==> src/rtl/avalon_st_to_frame_writer.sv <==
// -----------------------------------------------------------------------------
// avalon_st_to_frame_writer
//
// Avalon-ST video sink. Takes 30-bit RGB pixels (10 bits per channel), keeps
// the top 4 bits of each channel (RGB444) and writes them sequentially into a
// frame buffer write port. Packet framing (SOP/EOP against WIDTH*HEIGHT) is
// checked; good frames pulse frame_done and bump frame_count, bad framing
// pulses frame_error.
//
// Ports:
//   clk, rst            system clock (rising edge), async active-low reset
//   data_in_avalon      pixel {R[9:0],G[9:0],B[9:0]}
//   startofpacket_in    SOP, first pixel of frame
//   endofpacket_in      EOP, last pixel of frame
//   valid_in            beat valid
//   ready_out           sink ready (0 while in reset)
//   wr_addr/wr_data     frame buffer write address / packed pixel
//   wr_en               write request, held until wr_ready
//   wr_ready            frame buffer accepts the write this cycle
//   frame_done          one-cycle pulse, frame of correct length received
//   frame_error         one-cycle pulse, framing error
//   frame_count         good frame count, wraps
//
// States:
//   S_IDLE     | waiting for SOP; non-SOP beats are dropped silently
//   S_RECV     | receiving a frame, pixel counter = next write index
//   S_OVERFLOW | frame ran past WIDTH*HEIGHT; drop beats until EOP or SOP
// -----------------------------------------------------------------------------
module avalon_st_to_frame_writer #(
  parameter int WIDTH  = 320,
  parameter int HEIGHT = 240,
  parameter int ADDR_W = 17
) (
  input  logic              clk,
  input  logic              rst,
  input  logic [29:0]       data_in_avalon,
  input  logic              startofpacket_in,
  input  logic              endofpacket_in,
  input  logic              valid_in,
  output logic              ready_out,
  output logic [ADDR_W-1:0] wr_addr,
  output logic [11:0]       wr_data,
  output logic              wr_en,
  input  logic              wr_ready,
  output logic              frame_done,
  output logic              frame_error,
  output logic [15:0]       frame_count
);

  localparam int FRAME_PIX = WIDTH * HEIGHT;
  // One extra bit so the counter can represent FRAME_PIX itself even when
  // FRAME_PIX == 2^ADDR_W.
  localparam int CNT_W = ADDR_W + 1;
  localparam logic [CNT_W-1:0] FRAME_PIX_C = CNT_W'(FRAME_PIX);
  localparam logic [CNT_W-1:0] LAST_PIX_C  = CNT_W'(FRAME_PIX - 1);
  localparam bit SINGLE_PIX = (FRAME_PIX == 1);

  typedef enum logic [1:0] {
    S_IDLE     = 2'd0,
    S_RECV     = 2'd1,
    S_OVERFLOW = 2'd2
  } state_t;

  state_t              state_q, state_d;
  logic [CNT_W-1:0]    cnt_q, cnt_d;
  logic                wr_en_q, wr_en_d;
  logic [ADDR_W-1:0]   wr_addr_q, wr_addr_d;
  logic [11:0]         wr_data_q, wr_data_d;
  logic                done_q, done_d;
  logic                err_q, err_d;
  logic [15:0]         fcount_q, fcount_d;

  logic                accept;
  logic                sop;
  logic                eop;
  logic [11:0]         packed_px;
  logic [CNT_W-1:0]    cnt_inc;
  logic                do_write;
  logic [CNT_W-1:0]    write_idx;
  logic                abort;

  // Only the top nibble of each channel is stored.
  logic unused_data_bits;
  assign unused_data_bits = ^{data_in_avalon[25:20], data_in_avalon[15:10],
                              data_in_avalon[5:0]};

  // Single output register, no skid: the input may only advance when the
  // write register is empty or being drained this cycle.
  assign ready_out = rst && (!wr_en_q || wr_ready);
  assign accept    = valid_in && ready_out;
  assign sop       = startofpacket_in;
  assign eop       = endofpacket_in;
  assign packed_px = {data_in_avalon[29:26], data_in_avalon[19:16],
                      data_in_avalon[9:6]};
  assign cnt_inc   = cnt_q + 1'b1;

  always_ff @(posedge clk or negedge rst) begin
    if (!rst) begin
      state_q   <= S_IDLE;
      cnt_q     <= '0;
      wr_en_q   <= 1'b0;
      wr_addr_q <= '0;
      wr_data_q <= '0;
      done_q    <= 1'b0;
      err_q     <= 1'b0;
      fcount_q  <= '0;
    end else begin
      state_q   <= state_d;
      cnt_q     <= cnt_d;
      wr_en_q   <= wr_en_d;
      wr_addr_q <= wr_addr_d;
      wr_data_q <= wr_data_d;
      done_q    <= done_d;
      err_q     <= err_d;
      fcount_q  <= fcount_d;
    end
  end

  always_comb begin
    state_d   = state_q;
    cnt_d     = cnt_q;
    wr_en_d   = wr_en_q && !wr_ready;
    wr_addr_d = wr_addr_q;
    wr_data_d = wr_data_q;
    done_d    = 1'b0;
    err_d     = 1'b0;
    fcount_d  = fcount_q;
    do_write  = 1'b0;
    write_idx = '0;
    abort     = 1'b0;

    if (accept) begin
      if (sop) begin
        // SOP always starts a fresh frame at pixel 0; outside IDLE it also
        // abandons whatever frame was in flight.
        abort     = (state_q != S_IDLE);
        do_write  = 1'b1;
        write_idx = '0;
        if (eop) begin
          state_d = S_IDLE;
          cnt_d   = '0;
          if (SINGLE_PIX && !abort) begin
            done_d = 1'b1;
          end else begin
            err_d = 1'b1;
          end
        end else begin
          err_d   = abort;
          cnt_d   = CNT_W'(1);
          state_d = SINGLE_PIX ? S_OVERFLOW : S_RECV;
        end
      end else begin
        case (state_q)
          S_IDLE: begin
            // stray beat outside a packet: accepted and dropped
          end
          S_RECV: begin
            do_write  = 1'b1;
            write_idx = cnt_q;
            if (eop) begin
              state_d = S_IDLE;
              cnt_d   = '0;
              if (cnt_q == LAST_PIX_C) begin
                done_d = 1'b1;
              end else begin
                err_d = 1'b1;
              end
            end else begin
              cnt_d = cnt_inc;
              if (cnt_inc == FRAME_PIX_C) begin
                state_d = S_OVERFLOW;
              end
            end
          end
          S_OVERFLOW: begin
            if (eop) begin
              err_d   = 1'b1;
              state_d = S_IDLE;
              cnt_d   = '0;
            end
          end
          default: begin
            state_d = S_IDLE;
            cnt_d   = '0;
          end
        endcase
      end
    end

    if (do_write) begin
      wr_en_d   = 1'b1;
      wr_addr_d = write_idx[ADDR_W-1:0];
      wr_data_d = packed_px;
    end

    if (done_d) begin
      fcount_d = fcount_q + 16'd1;
    end
  end

  assign wr_en       = wr_en_q;
  assign wr_addr     = wr_addr_q;
  assign wr_data     = wr_data_q;
  assign frame_done  = done_q;
  assign frame_error = err_q;
  assign frame_count = fcount_q;

endmodule

==> config.mk <==
export PLATFORM = sky130hd
export DESIGN_NAME = avalon_st_to_frame_writer
export DESIGN_NICKNAME = d
export VERILOG_FILES = /design/src/rtl/avalon_st_to_frame_writer.sv
export SDC_FILE = /design/constraint.sdc
export NUM_CORES = 1
export LEC_CHECK = 0
export BUFFER_PORTS_ARGS = -buffer_cell sky130_fd_sc_hd__buf_4
export CAP_MARGIN = 20
export CORE_MARGIN = 4
export CORE_UTILIZATION = 48
export CTS_CLUSTER_DIAMETER = 120
export DETAILED_ROUTE_END_ITERATION = 16
export PLACE_DENSITY = 0.76
export SLEW_MARGIN = 15
export SYNTH_ARGS = -nofsm -noshare
export SYNTH_HDL_FRONTEND = slang
export SYNTH_SLANG_ARGS = --single-unit
==> constraint.sdc <==
create_clock -name clk -period 2.2 [get_ports clk]
set_clock_uncertainty 0.15 [all_clocks]
set_input_delay 0.44 -clock clk [delete_from_list [all_inputs] [get_ports clk]]
set_output_delay 0.44 -clock clk [all_outputs]
set_load 0.02 [all_outputs]
==> impl_results.md, run 1 <==
- Vias in the first global route: 2785
- # DRC: 0
- Mux share of post-synthesis cell area: 4.46%
- Hold-fix buffer count after cts: 0
- # setup viols final: 0
- Post-layout min period: 2.11 ns
- GRT overflow: 0
- Compound-Gate Fraction of Synth Area: 13.1%
- Async set-reset flop share out of synthesis: 100%
- Hold depth: 2
- Crit-path slowest cell: or4b_4
- Detailed Route Iter0 Violations: 133
- Syn_nets: 350
- Most frequent cells in the layout: buf_4 (96), dfrtp_1 (66), nand2_1 (31)
- Fmax: 474 MHz
- Post-Synth XOR/XNOR Area: 5.86%
- Fin. Hold Viols: 0
- Worst-path fanout max: 5
- # Max-Cap Violations: 0
- Global-route wire length before repair: 13800 um
- Final WS setup: 0.0895 ns
- DR pass1 iterations: 4
- Worst skew pair latency: 0.34 ns
- YS warnings: 0
- GRT Overall Usage: 20.9%
- Dpl ws: 0.0410 ns
- Clk sinks: 68
- Power Density: 766 nW/um^2
- Netlist area before placement: 3290 sq um
- GP Congestion: 0.934
- H-Tree Depth: 3
- Largest net degree at the start of global routing: 69
- Status: completed
- Port Buffers: 66
- Starting Density: 50.6%
- Root buffer cell: clkbuf_8
- Sequential area share after synthesis: 51.8%
- TritonCTS clock tree: yes
- Simple-gate portion of the synthesized area: 19.9%
- Pins Over Slew Limit: 0
- Period utilisation layout: 95.9%
- Core Area: 6490 sq um
- CP peak stage delay: 0.55 ns
- WL/cell: 17.1 um
- Crit. End Element: flop
- Worst hold-check path type: in -> reg
- FF+latch count, synth: 68
- Routed via count: 2730
- Dpl hpwl: 5670 um
- Cell chain of the critical path: or4b_4 > nor3_4 > nand4_4 > nor3_4 > nand3_1 > xnor2_1
- Synth cell types: 42
- Area of the multi-input gates: 1510 sq um
- Die X: 90.7 um
- Antenna Violating Nets Remaining: 0
- Floorplan row count: 29
- CTS Buf Count: 9
- Largest family of logic cells by synthesized area: simple AND/OR/NAND/NOR gates
- Leakage: 2.10 nW
- Cells after Synth: 309
- Register Area: 1700 sq um
- Worst VDD drop: 0.420 mV
- EDFF count, synth: 0
- Commonest non-fill, non-tap cell in the layout: buf_4
- Slew at the pin closest to its max-slew limit: 0.835 ns
- Initial antenna violation count: 0
- Kind of critical path: reg -> reg
- Relative slew margins: 44.4%
- Worst Path Arrival: 2.18 ns
- Adder-cell share of the synthesized area: 1.90%
- Layout area overhead: 30.6%
- Worst Setup Start Kind: flop
- Via density: 5.66
- CP required: 2.26 ns
- Worst-path clk slew: 0.08 ns
- DRT Wirelength: 8250 um
- Mean Syn Cell Area: 10.6 sq um
- Worst reg2reg path depth: 6
- # IOs: 85
- Fill cells: 491
- Ant diodes: 0
- Longest Clk Path Bufs: 2
- Fin Hold WS: 0.163 ns
- Most used DFF post-synth: dfrtp_1
- Die area: 8230 sq um
- Total power: 3.29 mW
- Unrepaired setup endpoints after global routing: true
- Layout cell share with drive strength beyond 1: 31.9%
- Crit-path most repeated cell: nor3_4
- Die Y: 90.7 um
- Nets@finish: 441
[area by class of cell]
type	instances	share of cell area (%)
clock buffer	10	3.21
clock inverter	6	2.04
inverter	5	0.437
multi-input combinational	219	35.3
sequential	68	39.7
tap	77	2.25
timing repair buffer	97	17.1
[final timing paths]
path | startpoint | endpoint | slack (ns)
hold / removal | data_in_avalon[17] | wr_data[5] | 0.16
min in group asynchronous | rst | state_q[0] | 0.17
max in group asynchronous | rst | cnt_q[6] | 1.14
hold reg to reg | frame_count[15] | frame_count[15] | 0.33
setup reg to reg | cnt_q[15] | frame_count[11] | 0.09
setup / recovery | cnt_q[15] | frame_count[11] | 0.09
[synthesized netlist by cell type, types with 2 or more instances]
cell type,instances,share of area (%)
buf_2,7,1.1
nand3_1,11,1.7
nor3_1,4,0.61
xnor2_1,17,4.5
nand3b_1,2,0.46
and3_1,13,2.5
clkbuf_1,8,0.91
nor2b_1,3,0.57
nand2_1,31,3.5
and2_1,5,0.95
dfrtp_1,68,52
xor2_1,5,1.3
o21ai_1,10,1.5
nor3_2,2,0.61
o31ai_1,7,1.6
nor3b_1,2,0.46
nor4_2,2,0.76
nand4_1,8,1.5
nor3_4,2,0.99
ha_1,5,1.9
nand2b_1,5,0.95
a21oi_1,3,0.46
inv_1,5,0.57
a31oi_1,2,0.38
mux2_1,12,4.1
nor2_1,16,1.8
a22o_1,17,4.5
and4_1,4,1.1
o21ai_0,20,3.0
[logic make-up (layout without fill, tap and decap cells)]
group                      count (synthesis)  after routing
buffers and inverters                     22            118
and+or+nand+nor                          114            114
AOI/OAI and AO/OA                         65             65
adders and majority gates                  5              5
DFF                                       68             68
xor gates and xnor gates                  22             22
muxes                                     13             13
[metrics by stage]
stage	std cells	instance area [sq um]	util [%]	TNS (ns)
detailed placement	463	4010	61.8	0
CTS	479	4240	65.2	0
floorplan	309	3290	-	0
global placement	463	4010	61.8	0
global route	482	4290	66.1	-0.0119
finish	482	4290	66.1	0
[sequential cells by signal, summed over array words and instances (netlist names)]
| signal | count |
|---|---|
| cnt_q | 18 |
| wr_addr | 17 |
| frame_count | 16 |
| wr_data | 12 |
| state_q | 2 |
| frame_done | 1 |
| frame_error | 1 |
| wr_en | 1 |
[critical path, delay by kind of cell, from the launching register on]
kind,cells,cell delay (ns)
simple gates,5,1.31
xor+xnor,1,0.15
flops,1,0.38
[power breakdown]
part | internal [mW] | total, mW | switching, mW
clock | 0.669 | 1.15 | 0.483
combinational | 0.311 | 0.707 | 0.396
sequential | 1.36 | 1.43 | 0.0653
total | 2.34 | 3.29 | 0.944
[what timing repair did]
action | in CTS | in global routing
setup buffers | 0 | 3
resized for setup | 0 | 9
hold endpoints to repair | 0 | 0
endpoints found under the setup margin | 0 | 21
[metal layers]
layer	vias to the layer above	GRT usage, %	wire length (um)
met5	-	0	0
met4	0	7.40	142
met3	13	6.42	504
met2	95	35.6	4120
met1	1329	24.8	3490
li1	1293	-	-
Power figures use the tool's default switching activity.
==> run 2, diff against run 1 <==
CORE_UTILIZATION = 49   (was 48)
CTS_BUF_LIST = sky130_fd_sc_hd__clkbuf_4   (was not set)
PLACE_DENSITY = 0.78   (was 0.76)
==> run 2 against run 1 <==
  * The flow now finishes with violations (negative setup slack)
  * Combinational power hardly changed
  * First-iteration DRC count rose by 59%
  * Die area shrank 1.9%
  * Power down 11%
  * Worst hold slack got worse by 0.065 ns
  * Sequential power is essentially flat
  * Count of clock-buffer cells in the layout grew 1
  * Via count is 1.6% higher
  * Fmax is 4.2% lower
  * Wire length fell by 1.8%
  * Design area shrank 0.90%
==> impl_results.md, run 2 (synthesized netlist as in run 1, its figures left out) <==
- Status: finished with violations
- Failing checks: negative setup slack
- Worst Path Arrival: 2.35 ns (+0.17 ns)
- Unrepaired setup endpoints after global routing: true
- Longest Clk Path Bufs: 2 (unchanged)
- Commonest non-fill, non-tap cell in the layout: buf_4
- Root buffer cell: clkbuf_4
- Worst Setup Start Kind: flop
- Vias in the first global route: 2726 (-2.1%)
- Clk sinks: 68 (unchanged)
- Power Density: 691 nW/um^2 (-9.9%)
- CTS Buf Count: 9 (unchanged)
- Pins Over Slew Limit: 0 (unchanged)
- Die area: 8080 sq um (-1.9%)
- Crit. End Element: flop
- GRT Overall Usage: 20.6% (-0.25 points)
- Nets@finish: 444 (+0.68%)
- Total power: 2.94 mW (-11%)
- Final WS setup: -0.00258 ns (-0.0921 ns)
- Hold-fix buffer count after cts: 0 (unchanged)
- # IOs: 85 (unchanged)
- Dpl hpwl: 5760 um (+1.5%)
- Largest net degree at the start of global routing: 69 (unchanged)
- Slew at the pin closest to its max-slew limit: 0.855 ns (+0.0209 ns)
- H-Tree Depth: 3 (unchanged)
- Worst hold-check path type: in -> reg
- Relative slew margins: 43.0% (-1.4 points)
- GRT overflow: 0 (unchanged)
- Layout area overhead: 29.4%
- TritonCTS clock tree: yes
- Worst-path clk slew: 0.11 ns (+0.03 ns)
- WL/cell: 16.7 um (-2.2%)
- # setup viols final: 2 (+2)
- Kind of critical path: reg -> reg
- Fin. Hold Viols: 0 (unchanged)
- Layout cell share with drive strength beyond 1: 32.9% (+1.1 points)
- Worst-path fanout max: 5 (unchanged)
- Period utilisation layout: 100% (+4.2 points)
- Worst VDD drop: 0.316 mV (-25%)
- Antenna Violating Nets Remaining: 0 (unchanged)
- Core Area: 6420 sq um (-1.1%)
- Port Buffers: 66 (unchanged)
- # DRC: 0 (unchanged)
- Fmax: 454 MHz (-4.2%)
- DR pass1 iterations: 4 (unchanged)
- DRT Wirelength: 8100 um (-1.8%)
- Worst skew pair latency: 0.40 ns (+0.06 ns)
- Detailed Route Iter0 Violations: 211 (+59%)
- Die Y: 89.9 um (-0.94%)
- Post-layout min period: 2.20 ns (+0.0921 ns)
- Via density: 5.73 (+1.2%)
- Most frequent cells in the layout: buf_4 (99), dfrtp_1 (68), nand2_1 (31)
- Fin Hold WS: 0.0983 ns (-0.0648 ns)
- Biggest register: cnt_q
- Starting Density: 51.2% (+0.57 points)
- GP Congestion: 0.901 (-3.6%)
- Die X: 89.9 um (-0.94%)
- Floorplan row count: 29 (unchanged)
- Ant diodes: 0 (unchanged)
- Max FFs per register: 18 (unchanged)
- Initial antenna violation count: 0 (unchanged)
- Leakage: 2.08 nW (-0.71%)
- Routed via count: 2773 (+1.6%)
- CP required: 2.35 ns (+0.09 ns)
- # Max-Cap Violations: 0 (unchanged)
- Global-route wire length before repair: 13600 um (-1.4%)
## run 2: layout make-up
cell class                 count  area [sq um]
tap                           77          96.3
clock buffer                  11          82.6
clock inverter                 4          51.3
timing repair buffer         100           758
sequential                    68          1700
multi-input combinational    219          1540
fill                         488          2170
inverter                       5          18.8
## run 2: power by group
group          switching, mW  internal (mW)
sequential            0.0634           1.36
clock                  0.435          0.367
combinational          0.393          0.316
total                  0.892           2.04
## run 2: path summary, 6_finish.rpt
check                                   to               start  cells past startpoint  slack, ns
hold reg to reg            frame_count[15]     frame_count[15]                      1       0.34
setup / recovery           frame_count[13]           cnt_q[15]                      6     -0.003
hold / removal                  wr_data[7]  data_in_avalon[19]                      2        0.1
max in group asynchronous  frame_count[14]                 rst                      2       1.24
setup reg to reg           frame_count[13]           cnt_q[15]                      6     -0.003
min in group asynchronous      wr_addr[10]                 rst                      2       0.12
## run 2: per-layer routing
layer	routed length [um]	vias to the layer above	global-route usage [%]
li1	-	1301	-
met1	3390	1339	25.6
met2	4030	113	34.8
met3	483	20	4.67
met4	201	0	8.67
met5	0	-	0
## run 2: timing repair
action	CTS	global route
setup buffers	0	4
setup endpoints to repair	1	14
pin swaps	1	10
gates resized for setup	1	12
## run 2: worst max-delay path: stages, from the launching register on
cell	delay, ns
dfrtp_1	0.40
or4b_4	0.55
nor3_4	0.23
nand4_4	0.16
nor3_4	0.32
nand3_1	0.16
xnor2_1	0.15
## run 2: through the flow
step	cells	util, %	setup TNS (ns)	worst slack [ns]	cell area, sq um
finish	484	66.2	-0.00354	-0.00258	4250
global route	484	66.2	-0.841	-0.114	4250
CTS	480	64.8	0	0.00671	4160
detailed placement	465	62.7	-0.00348	-0.00348	4030
global placement	465	62.7	0	0.0869	4030
floorplan	309	-	0	0.0200	3290
